===== config.mk =====
export PLATFORM = sky130hd
export DESIGN_NAME = golden_nonce_fifo
export DESIGN_NICKNAME = d
export VERILOG_FILES = /design/src/rtl/golden_nonce_fifo.sv
export SDC_FILE = /design/constraint.sdc
export NUM_CORES = 1
export LEC_CHECK = 0
export BUFFER_PORTS_ARGS = -buffer_cell sky130_fd_sc_hd__buf_2
export CAP_MARGIN = 20
export CORE_ASPECT_RATIO = 1.1
export CORE_MARGIN = 2
export CORE_UTILIZATION = 56
export DETAILED_ROUTE_END_ITERATION = 16
export PLACE_DENSITY = 0.76
export SYNTH_ARGS = -nofsm -noshare
export SYNTH_HDL_FRONTEND = slang
export SYNTH_SLANG_ARGS = --single-unit

===== constraint.sdc =====
create_clock -name clk -period 12.25 [get_ports clk]
set_clock_uncertainty 0.05 [all_clocks]
set_input_delay 1.225 -clock clk [delete_from_list [all_inputs] [get_ports clk]]
set_output_delay 1.225 -clock clk [all_outputs]
set_load 0.01 [all_outputs]

===== src/rtl/golden_nonce_fifo.sv =====
// rtl/golden_nonce_fifo.sv - captures miner golden nonces into a FIFO and serialises them to the host bytewise
module golden_nonce_fifo #(
  parameter int DEPTH_LOG2 = 3
) (
  input  logic                  clk,
  input  logic                  reset,
  input  logic [31:0]           golden_nonce,
  input  logic [31:0]           nonce2,
  input  logic [31:0]           hash2,
  input  logic                  wr_start,
  input  logic                  wr_clk,
  output logic [7:0]            write,
  output logic [DEPTH_LOG2:0]   fifo_count,
  output logic                  overflow
);

  localparam int                DEPTH     = 1 << DEPTH_LOG2;
  localparam logic [DEPTH_LOG2:0] DEPTH_CNT = (DEPTH_LOG2 + 1)'(DEPTH);

  // Capture history: the miner holds its last find, so a change is a new find.
  logic [31:0]           last_gn;

  // Circular buffer of {hash2, nonce2, golden_nonce} records.
  logic [95:0]           mem [DEPTH];
  logic [DEPTH_LOG2-1:0] rd_ptr;
  logic [DEPTH_LOG2-1:0] wr_ptr;

  // Host-side synchronisers.
  logic                  s1, s2, s3;
  logic [3:0]            b;

  // Record being shifted out to the host: status byte in the low byte.
  logic [103:0]          outbuf;

  logic                  cap;
  logic                  full;
  logic                  load;
  logic                  shift;
  logic                  pop;
  logic                  push;
  logic                  drop;
  logic [95:0]           head_entry;
  logic [3:0]            cnt4;
  logic [7:0]            status;

  assign cap   = (golden_nonce != last_gn);
  assign full  = (fifo_count == DEPTH_CNT);
  assign load  = s2 & ~s3;
  assign shift = (b[3] == b[2]) & (b[2] == b[1]) & (b[1] != b[0]);

  // A load pops only when something is held; a full FIFO still accepts a
  // capture when the same cycle's pop frees the head slot.
  assign pop   = load & (fifo_count != '0);
  assign push  = cap & (~full | pop);
  assign drop  = cap & full & ~pop;

  // The head is read before the edge, so a same-slot push on a full FIFO is safe.
  assign head_entry = pop ? mem[rd_ptr] : 96'd0;
  assign cnt4       = 4'(fifo_count);
  assign status     = {overflow, 3'b000, cnt4};

  // Remember the last reported golden nonce for change detection.
  always_ff @(posedge clk or posedge reset) begin
    if (reset) begin
      last_gn <= 32'd0;
    end else begin
      last_gn <= golden_nonce;
    end
  end

  // Record storage; contents need no reset because the pointers gate every read.
  always_ff @(posedge clk) begin
    if (push) begin
      mem[wr_ptr] <= {hash2, nonce2, golden_nonce};
    end
  end

  // Pointer and occupancy bookkeeping; pointers wrap naturally at the depth.
  always_ff @(posedge clk or posedge reset) begin
    if (reset) begin
      wr_ptr     <= '0;
      rd_ptr     <= '0;
      fifo_count <= '0;
    end else begin
      if (push) begin
        wr_ptr <= wr_ptr + 1'b1;
      end
      if (pop) begin
        rd_ptr <= rd_ptr + 1'b1;
      end
      case ({push, pop})
        2'b10:   fifo_count <= fifo_count + 1'b1;
        2'b01:   fifo_count <= fifo_count - 1'b1;
        default: fifo_count <= fifo_count;
      endcase
    end
  end

  // Sticky drop flag: a load reports and clears it unless a drop lands in the same cycle.
  always_ff @(posedge clk or posedge reset) begin
    if (reset) begin
      overflow <= 1'b0;
    end else if (drop) begin
      overflow <= 1'b1;
    end else if (load) begin
      overflow <= 1'b0;
    end
  end

  // Synchronise the host load request and its toggle-coded byte strobe.
  always_ff @(posedge clk or posedge reset) begin
    if (reset) begin
      s1 <= 1'b0;
      s2 <= 1'b0;
      s3 <= 1'b0;
      b  <= 4'd0;
    end else begin
      s1 <= wr_start;
      s2 <= s1;
      s3 <= s2;
      b  <= {b[2:0], wr_clk};
    end
  end

  // Output shift register: a load replaces the record and beats a coincident shift.
  always_ff @(posedge clk or posedge reset) begin
    if (reset) begin
      outbuf <= 104'd0;
    end else if (load) begin
      outbuf <= {head_entry, status};
    end else if (shift) begin
      outbuf <= {8'h00, outbuf[103:8]};
    end
  end

  // Registered byte presented to the host.
  always_ff @(posedge clk or posedge reset) begin
    if (reset) begin
      write <= 8'h00;
    end else begin
      write <= outbuf[7:0];
    end
  end

endmodule


Yosys cells after proc, flatten, opt, wreduce, memory -nomap -nowiden --
Memory sizes are Yosys's and may differ from the RTL's. Cells that the tools add are included.
Word-level totals: bits in writable memories 768, output and inout bits 13, word-level logic and storage cells 46, register bits after elaboration 162, input port bits 100, memories 1
Cells by class: bitwise operators 11, eq/ne operators 7, mux-type cells 8, reduce and logical (&&, ||, !) cells 4, add/subtract/negate cells 4
Memories:
- mem | words 8, width 96, rd ports 1, clocked after Yosys merged registers in 0, write ports 1, RTL line 24 | logic [95:0] mem [DEPTH];
Operator list (number):
- 2-to-1 mux 104 bit | 2
- 2-to-1 mux 96 bit | 1
- inequality test 32 bit | 1
- one-hot mux 4 bit (2 select lines) | 1
- AND 1 bit | 7
- adder 3 x 1 -> 3 bit, second input constant | 2
- nonzero test 2 bit | 3
- adder 4 x 1 -> 4 bit, second input constant | 1
- equality test 4 bit, second input constant | 1
- 2-to-1 mux 1 bit | 4
- nonzero test 4 bit | 1
- subtractor 4 x 1 -> 4 bit, second input constant | 1
- NOT 1 bit | 3
- equality test 1 bit | 2
- equality test 2 x 1 -> 1 bit, second input constant | 1
- equality test 2 bit, second input constant | 1
- inequality test 1 bit | 1
- bitwise OR 1 bit | 1

Depth between registers and ports, before layout --
Gate-level depths: netlist of the first run.
depth in word-level cells 7, depth in mapped cells 11, mapped depth without buffers 11

Worst setup path after synthesis of the first run --
OpenSTA, ideal clock, no wires.
path kind input to register, from in golden_nonce[3], to mem mem[4][0], enable pin, path buffers 1, required time 11.379 ns, path slack -0.310 ns, data arrival time 11.689 ns, stages on the path 6, library setup time 0.821 ns, cells stage by stage xnor2_1 > nand4_1 > nor4_2 > a21bo_2 > buf_4 > nor4b_1
Between the ends: longest elaborated chain between the ends 4
Ends and longest elaborated chain:
- start, declared | RTL line 7 | input logic [31:0] golden_nonce,
- inequality test 32 bit | RTL line 46 | assign cap = (golden_nonce != last_gn);
- AND 1 bit | RTL line 54 | assign push = cap & (~full | pop);
- 2-to-1 mux 1 bit | RTL line 73 | if (push) begin
- 2-to-1 mux 1 bit (not written as such) | RTL line 74 | mem[wr_ptr] <= {hash2, nonce2, golden_nonce};
- end, declared | RTL line 24
Every way passes these cells.

Worst setup path in the final report of the first run --
from in golden_nonce[2], to mem mem[0][63], enable pin
Same word-level chain as after synthesis.

==> results_dict.tcl, run 1 <==
set metrics [dict create \
    status "completed" \
    drt-met1-wl_microns 29300 \
    wl_per_cell_microns 26.7 \
    topRoutingLayerUsed "met5" \
    drt_wl_total_microns 74000 \
    p_per_area_nw_per_um2 248 \
    worstPathMaxFanout 50 \
    final_cell_mix "768 x edfxtp_1, 192 x mux4_2, 159 x dfrtp_1" \
    synth_cell_type_count 44 \
    synth_edf_count 768 \
    synthTopCellsByArea "edfxtp_1 65%, mux4_2 12%, dfrtp_1 11%, mux2i_1 2.7%, o21a_1 1.8%" \
    start_util_pct 56.6 \
    period_share_pct 36.0 \
    hold_path.startpoint "s1" \
    max_stage_delay_ns 0.87 \
    crit_type "input pin to flip-flop" \
    rsz0062_at_grt "no" \
    slew_headroom_pct 29.5 \
    worstPathArrival_ns 4.63 \
    dieHeight_microns 268 \
    fmax_mhz 227 \
    p_leak_nw 13.5 \
    ir_drop_uv 152 \
    end_kind "flip-flop" \
    met2_length_microns 38300 \
    syn-cell-area_sq_um 35400 \
    synth_top_area_share_pct 65.2 \
    start_kind "input pin" \
    route.met3.wl_microns 4440 \
    min_path_type "flip-flop to flip-flop" \
    ys_ff_latch 930 \
    tightest_slew_ns 1.06 \
    vias 17256 \
    ctsLongestPathBuffers 3 \
    drv_cap 0 \
    nets 1961 \
    min_period_ns 4.41 \
    synth_top_area_cell "edfxtp_1" \
    cts.clk_slew.worst_paths_ns 0.06 \
    netlist_instances 1717 \
    port_buffers 112 \
    drc 0 \
    hold_viol_final 0 \
    synth_top_flop_cell "edfxtp_1" \
    crit_start "golden_nonce[2]" \
    dpl_cell_area_sq_um 36800 \
    io_pins 113 \
    final_util_pct 63.9 \
    fp-row-count 96 \
    grt_pass1_wl_microns 112000 \
    gr-total-overflow 0 \
    cts_tree "built" \
    cts_made_buffers 90 \
    ys_warn_count 0 \
    drt-initial-drc-count 1560 \
    post-cts-setup-buffers 0 \
    die_w_microns 244 \
    design_area_sq_um 39900 \
    dieArea_sq_um 65200 \
    seq_area_frac_synth_pct 76.7 \
    track_usage_pct 23.3 \
    drive_gt1_share_pct 25.6 \
    slew_viol_final 0 \
    avgSynthCellArea_sq_um 20.6 \
    cp_cell_sequence "buf_2 > xnor2_1 > nand4_1 > nor4_2 > a21bo_2 > nor4_2 > buf_4 > buf_4" \
    clock_latency_ns 0.65 \
    cts_hold_buf 0 \
    antenna_found_initial 9 \
    syn_nets 1822 \
    post_cts_resized 0 \
    syn_to_final_growth_pct 12.9 \
    place.detailed.hpwl_microns 39300 \
    antenna_left 0 \
    grt_max_degree 135 \
    slowest_stage "buf_4" \
    grt_pass1_vias 18119 \
    firstDrtPassIters 5 \
    cts.sinks 930 \
    finalSetupViolCount 0 \
    viasPerCell 6.22 \
    async_reset_ff_share_pct 17.4 \
    power_mw 9.92 \
    rr_startpoint "s3" \
    gp_congestion 0.772 \
    cp.required_ns 12.46 \
    clockRootBuffer "clkbuf_16" \
    core-area_sq_um 62500 \
    final_common_cell "edfxtp_1" \
    h-tree-depth 3 \
]
-- per-stage QoR --
stage | std cells | hold slack, ns | worst slack [ns] | setup TNS [ns]
floorplan | 1717 | 0.281 | -0.310 | -59.49
global placement | 2596 | 0.314 | 7.08 | 0
detailed placement | 2597 | 0.293 | 7.15 | 0
CTS | 2767 | 0.327 | 7.77 | 0
global route | 2771 | 0.329 | 7.63 | 0
finish | 2773 | 0.321 | 7.84 | 0
-- routing by layer --
layer | GRT usage [%] | vias to the layer above
met2 | 39.0 | 660
met5 | 0 | -
li1 | - | 7274
met1 | 31.4 | 9217
met4 | 8.50 | 8
met3 | 3.57 | 97
-- synthesized netlist by cell type (3+ instances only) --
master	number
a21oi_1	6
o21ai_0	121
nor3_1	3
buf_2	35
dfrtp_1	162
nor4_1	4
buf_1	24
o21ai_1	39
buf_4	3
mux4_2	192
o21a_1	87
ha_1	4
nor2_1	7
nand2_1	30
xnor2_1	38
nand4_1	9
a31oi_1	6
clkbuf_1	26
o22ai_1	8
buf_6	8
edfxtp_1	768
mux2i_1	97
o211ai_1	7
inv_1	8
-- area by class of cell --
type | instances | area, sq um
antenna | 6 | 15.0
clock buffer | 131 | 2590
clock inverter | 39 | 492
fill | 4127 | 22500
inverter | 8 | 35.0
multi-input combinational | 681 | 7810
sequential | 930 | 27100
tap | 833 | 1040
timing repair buffer | 145 | 825
-- path summary, 6_finish.rpt --
| check | cells past startpoint | end | slack (ns) |
|---|---|---|---|
| setup / recovery | 8 | mem[0][63] | 7.84 |
| min in group asynchronous | 2 | last_gn[2] | 0.58 |
| hold / removal | 0 | s2 | 0.32 |
| hold reg to reg | 0 | s2 | 0.32 |
| max in group asynchronous | 4 | rd_ptr[2] | 9.56 |
| setup reg to reg | 6 | mem[0][63] | 7.95 |
-- report_power, final --
group	switching (mW)	total, mW	internal (mW)
combinational	1.36	2.42	1.06
clock	1.14	2.83	1.69
sequential	0.319	4.67	4.35
total	2.82	9.92	7.09
-- flip-flops by register name, indices dropped and copies added, names as in the netlist --
register	flops
mem	768
outbuf	104
last_gn	32
overflow	1
s2	1
write	8
s3	1
b	4
wr_ptr	3
s1	1
rd_ptr	3
fifo_count	4
-- cells by family (layout without fill, tap and decap cells) --
kind of cell             count (synthesis)  count (layout)  share of synthesized area (%)
adder cells (fa/ha/maj)                  5               5                          0.198
AO/OA/AOI/OAI                          280             280                           4.74
buffers and inverters                  106             323                           1.46
other                                    0               6                              0
multiplexers                           291             291                           15.0
AND/OR/NAND/NOR                         66              66                          0.955
flip-flops                             930             930                           76.7
XOR/XNOR                                39              39                          0.966
-- worst max-delay path: cells and delay by family --
kind                      cells  cell delay [ns]
buffers and inverters         3             1.72
xor gates and xnor gates      1             0.22
and+or+nand+nor               3             1.01
AOI/OAI and AO/OA             1             0.34
Power figures use the tool's default switching activity.
==> run 2, diff against run 1 <==
--- a/config.mk
+++ b/config.mk
@@ -5,13 +5,14 @@
 export SDC_FILE = /design/constraint.sdc
 export NUM_CORES = 1
 export LEC_CHECK = 0
+export ABC_AREA = 1
 export BUFFER_PORTS_ARGS = -buffer_cell sky130_fd_sc_hd__buf_2
 export CAP_MARGIN = 20
 export CORE_ASPECT_RATIO = 1.1
 export CORE_MARGIN = 2
-export CORE_UTILIZATION = 56
+export CORE_UTILIZATION = 60
 export DETAILED_ROUTE_END_ITERATION = 16
-export PLACE_DENSITY = 0.76
+export PLACE_DENSITY = 0.77
 export SYNTH_ARGS = -nofsm -noshare
 export SYNTH_HDL_FRONTEND = slang
 export SYNTH_SLANG_ARGS = --single-unit
==> constraint.sdc (replaced) <==
create_clock -name clk -period 4.1 [get_ports clk]
set_clock_uncertainty 0.05 [all_clocks]
set_input_delay 0.41 -clock clk [delete_from_list [all_inputs] [get_ports clk]]
set_output_delay 0.41 -clock clk [all_outputs]
set_load 0.01 [all_outputs]
==> run 2 against run 1 <==
Cell area rose by 3.6%. Sequential share of layout area shrank 2.4 points. Die area shrank 4.1%. Register-to-register slack worse by 6.8 ns. Clock power rose to 2.9 times the previous value. Largest cell class unchanged. Via count grew 35%. Clock-buffer cell count shrank 1. Combinational power increased to 3.7 times the previous value. Largest power group unchanged. Critical path depth increased by 5. Flip-flop and latch count is the same.
==> results_dict.tcl, run 2 <==
set metrics [dict create \
    synth_cell_type_count 34 \
    synth_edf_count 768 \
    cp_cell_sequence "dlygate4sd3_1 > buf_2 > xnor2_1 > nand2_1 > nor2_1 > nand2_1 > nor2_1 > nand2_1 > nand2_1 > inv_1 > nand2_1 > nor2_4 > buf_12" \
    whs_path_depth 1 \
    gp_congestion 0.795 \
    power_frac_seq_pct 44.6 \
    core-area_sq_um 59900 \
    p_leak_nw 14.1 \
    synth_top_area_cell "edfxtp_1" \
    rsz0062_at_grt "no" \
    viasPerCell 6.42 \
    max_stage_delay_ns 0.75 \
    clkPwrFrac_pct 26.5 \
    cts.sinks 930 \
    status "completed" \
    wl_per_cell_microns 24.3 \
    min_period_ns 3.14 \
    crit_top_cell "nand2_1" \
    final_util_pct 69.1 \
    dpl_cell_area_sq_um 37500 \
    antenna_left 0 \
    rr_endpoint "mem[1][52]" \
    hold_path.startpoint "nonce2[20]" \
    start_kind "input pin" \
    worstPathArrival_ns 3.41 \
    synth_xor_area_share_pct 0.748 \
    reg2reg_depth 11 \
    synth_common_cells "768 x edfxtp_1, 498 x nor2_1, 235 x o21ai_0, 164 x o21ai_1, 162 x dfrtp_1" \
    grt_pass1_vias 23907 \
    crit_family "simple AND/OR/NAND/NOR gates" \
    syn_to_final_growth_pct 14.0 \
    nets 2898 \
    p_int_mw 20.5 \
    final_common_cell "edfxtp_1" \
    synthSimpleGateAreaFrac_pct 6.94 \
    synth_top_flop_cell "edfxtp_1" \
    ctsLongestPathBuffers 3 \
    min_path_type "input pin to flip-flop" \
    tightest_slew_ns 0.932 \
    hold_viol_final 0 \
    avgSynthCellArea_sq_um 13.7 \
    syn-cell-area_sq_um 36300 \
    period_share_pct 76.6 \
    syn_nets 2756 \
    grt_pass1_wl_microns 136000 \
    cts_made_buffers 90 \
    vias 23369 \
    antenna_found_initial 1 \
    rr_startpoint "last_gn[2]" \
    hold_end "mem[6][52]" \
    track_usage_pct 28.7 \
    drt_wl_total_microns 88500 \
    drt-initial-drc-count 2894 \
    firstDrtPassIters 6 \
    drv_cap 0 \
    worstPathMaxFanout 22 \
    fmax_mhz 319 \
    regMostFlops "mem" \
    finalSetupViolCount 0 \
    synth_top_family_by_area "compound AO/OA/AOI/OAI gates" \
    synth_top_area_share_pct 63.5 \
    crit_buf_inv 4 \
    gr-total-overflow 0 \
    cts.clk_slew.worst_paths_ns 0.06 \
    slowest_stage "nor2_4" \
    dieHeight_microns 262 \
    post_cts_resized 0 \
    power.net_switching_mw 10.8 \
    grt_max_degree 198 \
    netlist_instances 2651 \
    p_sw_share_pct 34.5 \
    place_ws_ns 0.988 \
    p_per_area_nw_per_um2 758 \
    busiest_layer "met2" \
    slew_headroom_pct 37.8 \
    clock_latency_ns 0.64 \
    synthTopCellsByArea "edfxtp_1 64%, dfrtp_1 11%, nor2_1 5.1%, o21ai_0 3.2%, o21ai_1 2.3%" \
    end_kind "flip-flop" \
    synth.most_common_cell "edfxtp_1" \
    ys_ff_latch 930 \
    synthAdderAreaFrac_pct 0.193 \
    async_reset_ff_share_pct 17.4 \
    multi_input_area_sq_um 8070 \
    cp.required_ns 4.37 \
    largestRegisters "mem (768), outbuf (104), last_gn (32)" \
    r2r_slack_ns 1.13 \
    h-tree-depth 3 \
    cts_tree "built" \
    fillers 3760 \
    start_util_pct 60.7 \
    ys_warn_count 0 \
    worst_slack_ns 0.961 \
    met3_usage_pct 5.03 \
    ff_latch_area_sq_um 27100 \
    io_pins 113 \
    clockRootBuffer "clkbuf_16" \
    p_comb_share_pct 28.9 \
    grt_use_met2_pct 47.7 \
    dieArea_sq_um 62500 \
    yosys-mux-area-fraction_pct 0 \
    slew_viol_final 0 \
    place.detailed.hpwl_microns 45000 \
    seq_area_frac_synth_pct 74.7 \
    die_w_microns 239 \
    design_area_sq_um 41400 \
    grt_use_met1_pct 38.3 \
    final_cell_mix "768 x edfxtp_1, 490 x nor2_1, 235 x o21ai_0" \
    largest_reg_flops 768 \
    drc 0 \
    fp-row-count 94 \
    synth_compound_area_share_pct 14.1 \
    drive_gt1_share_pct 12.7 \
    crit_type "input pin to flip-flop" \
    ir_drop_uv 892 \
    port_buffers 112 \
]
[run 2: changes by cell type in the layout (fill, tap and decap cells not counted), sizes merged, moves of 11 or more]
cell,change
dlygate4sd3,+84
o22ai,+88
xnor2,-11
o221ai,+96
o21a,-87
o21ai,+238
o211ai,+89
nand2,+127
nor2,+493
buf,+12
mux2i,-97
inv,+28
mux4,-192
a31oi,+89
[run 2: stage by stage]
stage / power, mW / instances / hold WS [ns] / setup TNS [ns]
global route: 32.8 / 3636 / 0.0140 / 0
detailed placement: 22.9 / 3385 / 0.298 / 0
CTS: 31.3 / 3636 / 0.000507 / 0
global placement: 22.5 / 3385 / 0.285 / 0
floorplan: 20.2 / 2651 / 0.281 / -614.49
finish: 31.3 / 3639 / 0.0175 / 0
[run 2: area by class of cell]
cell class                      count  area share (%)
Timing Repair Buffer              241            4.96
Multi-Input combinational cell   1487            19.5
Clock inverter                     37           0.965
Antenna cell                        3          0.0181
Sequential cell                   930            65.5
Tap cell                          768            2.32
Inverter                           43           0.451
Clock buffer                      130            6.25
[run 2: cells by family after synthesis]
family                   count (synthesis)
AO/OA/AOI/OAI                          786
XOR/XNOR                                31
adder cells (fa/ha/maj)                  5
buffers and inverters                  234
flip-flops                             930
AND/OR/NAND/NOR                        665
[run 2: power groups by stage]
stage / sequential (mW) / clock, mW / combinational [mW]
2_1_floorplan: 14.0 / 0 / 6.23
3_3_place_gp: 14.0 / 0 / 8.48
3_5_place_dp: 14.1 / 0 / 8.83
4_1_cts: 14.0 / 8.36 / 9.00
5_1_grt: 14.1 / 8.75 / 9.86
6_report: 14.0 / 8.31 / 9.07
[run 2: worst max path at each step]
stage                      from         end  slack, ns  cells past startpoint
2_1_floorplan  golden_nonce[27]   mem[1][0]      -1.60                     12
3_3_place_gp   golden_nonce[27]  mem[1][26]       0.99                     14
3_5_place_dp    golden_nonce[5]  mem[1][26]       0.99                     12
4_1_cts         golden_nonce[2]  mem[1][52]       1.04                     13
5_1_grt        golden_nonce[31]  mem[1][52]       0.79                     15
6_report        golden_nonce[2]  mem[1][52]       0.96                     13
[run 2: layer usage]
layer / routed length [microns] / part of all wire, %
met1: 33700 / 38
met2: 43700 / 49
met3: 8070 / 9.1
met4: 2970 / 3.4
met5: 7 / 0.0079
[run 2: what timing repair did]
| action | 4_1_cts | 5_1_grt |
|---|---|---|
| buffers inserted | 0 | 0 |
| setup endpoints to repair | 0 | 0 |
| endpoints found under the hold margin | 439 | 0 |
| hold buffers | 84 | 0 |
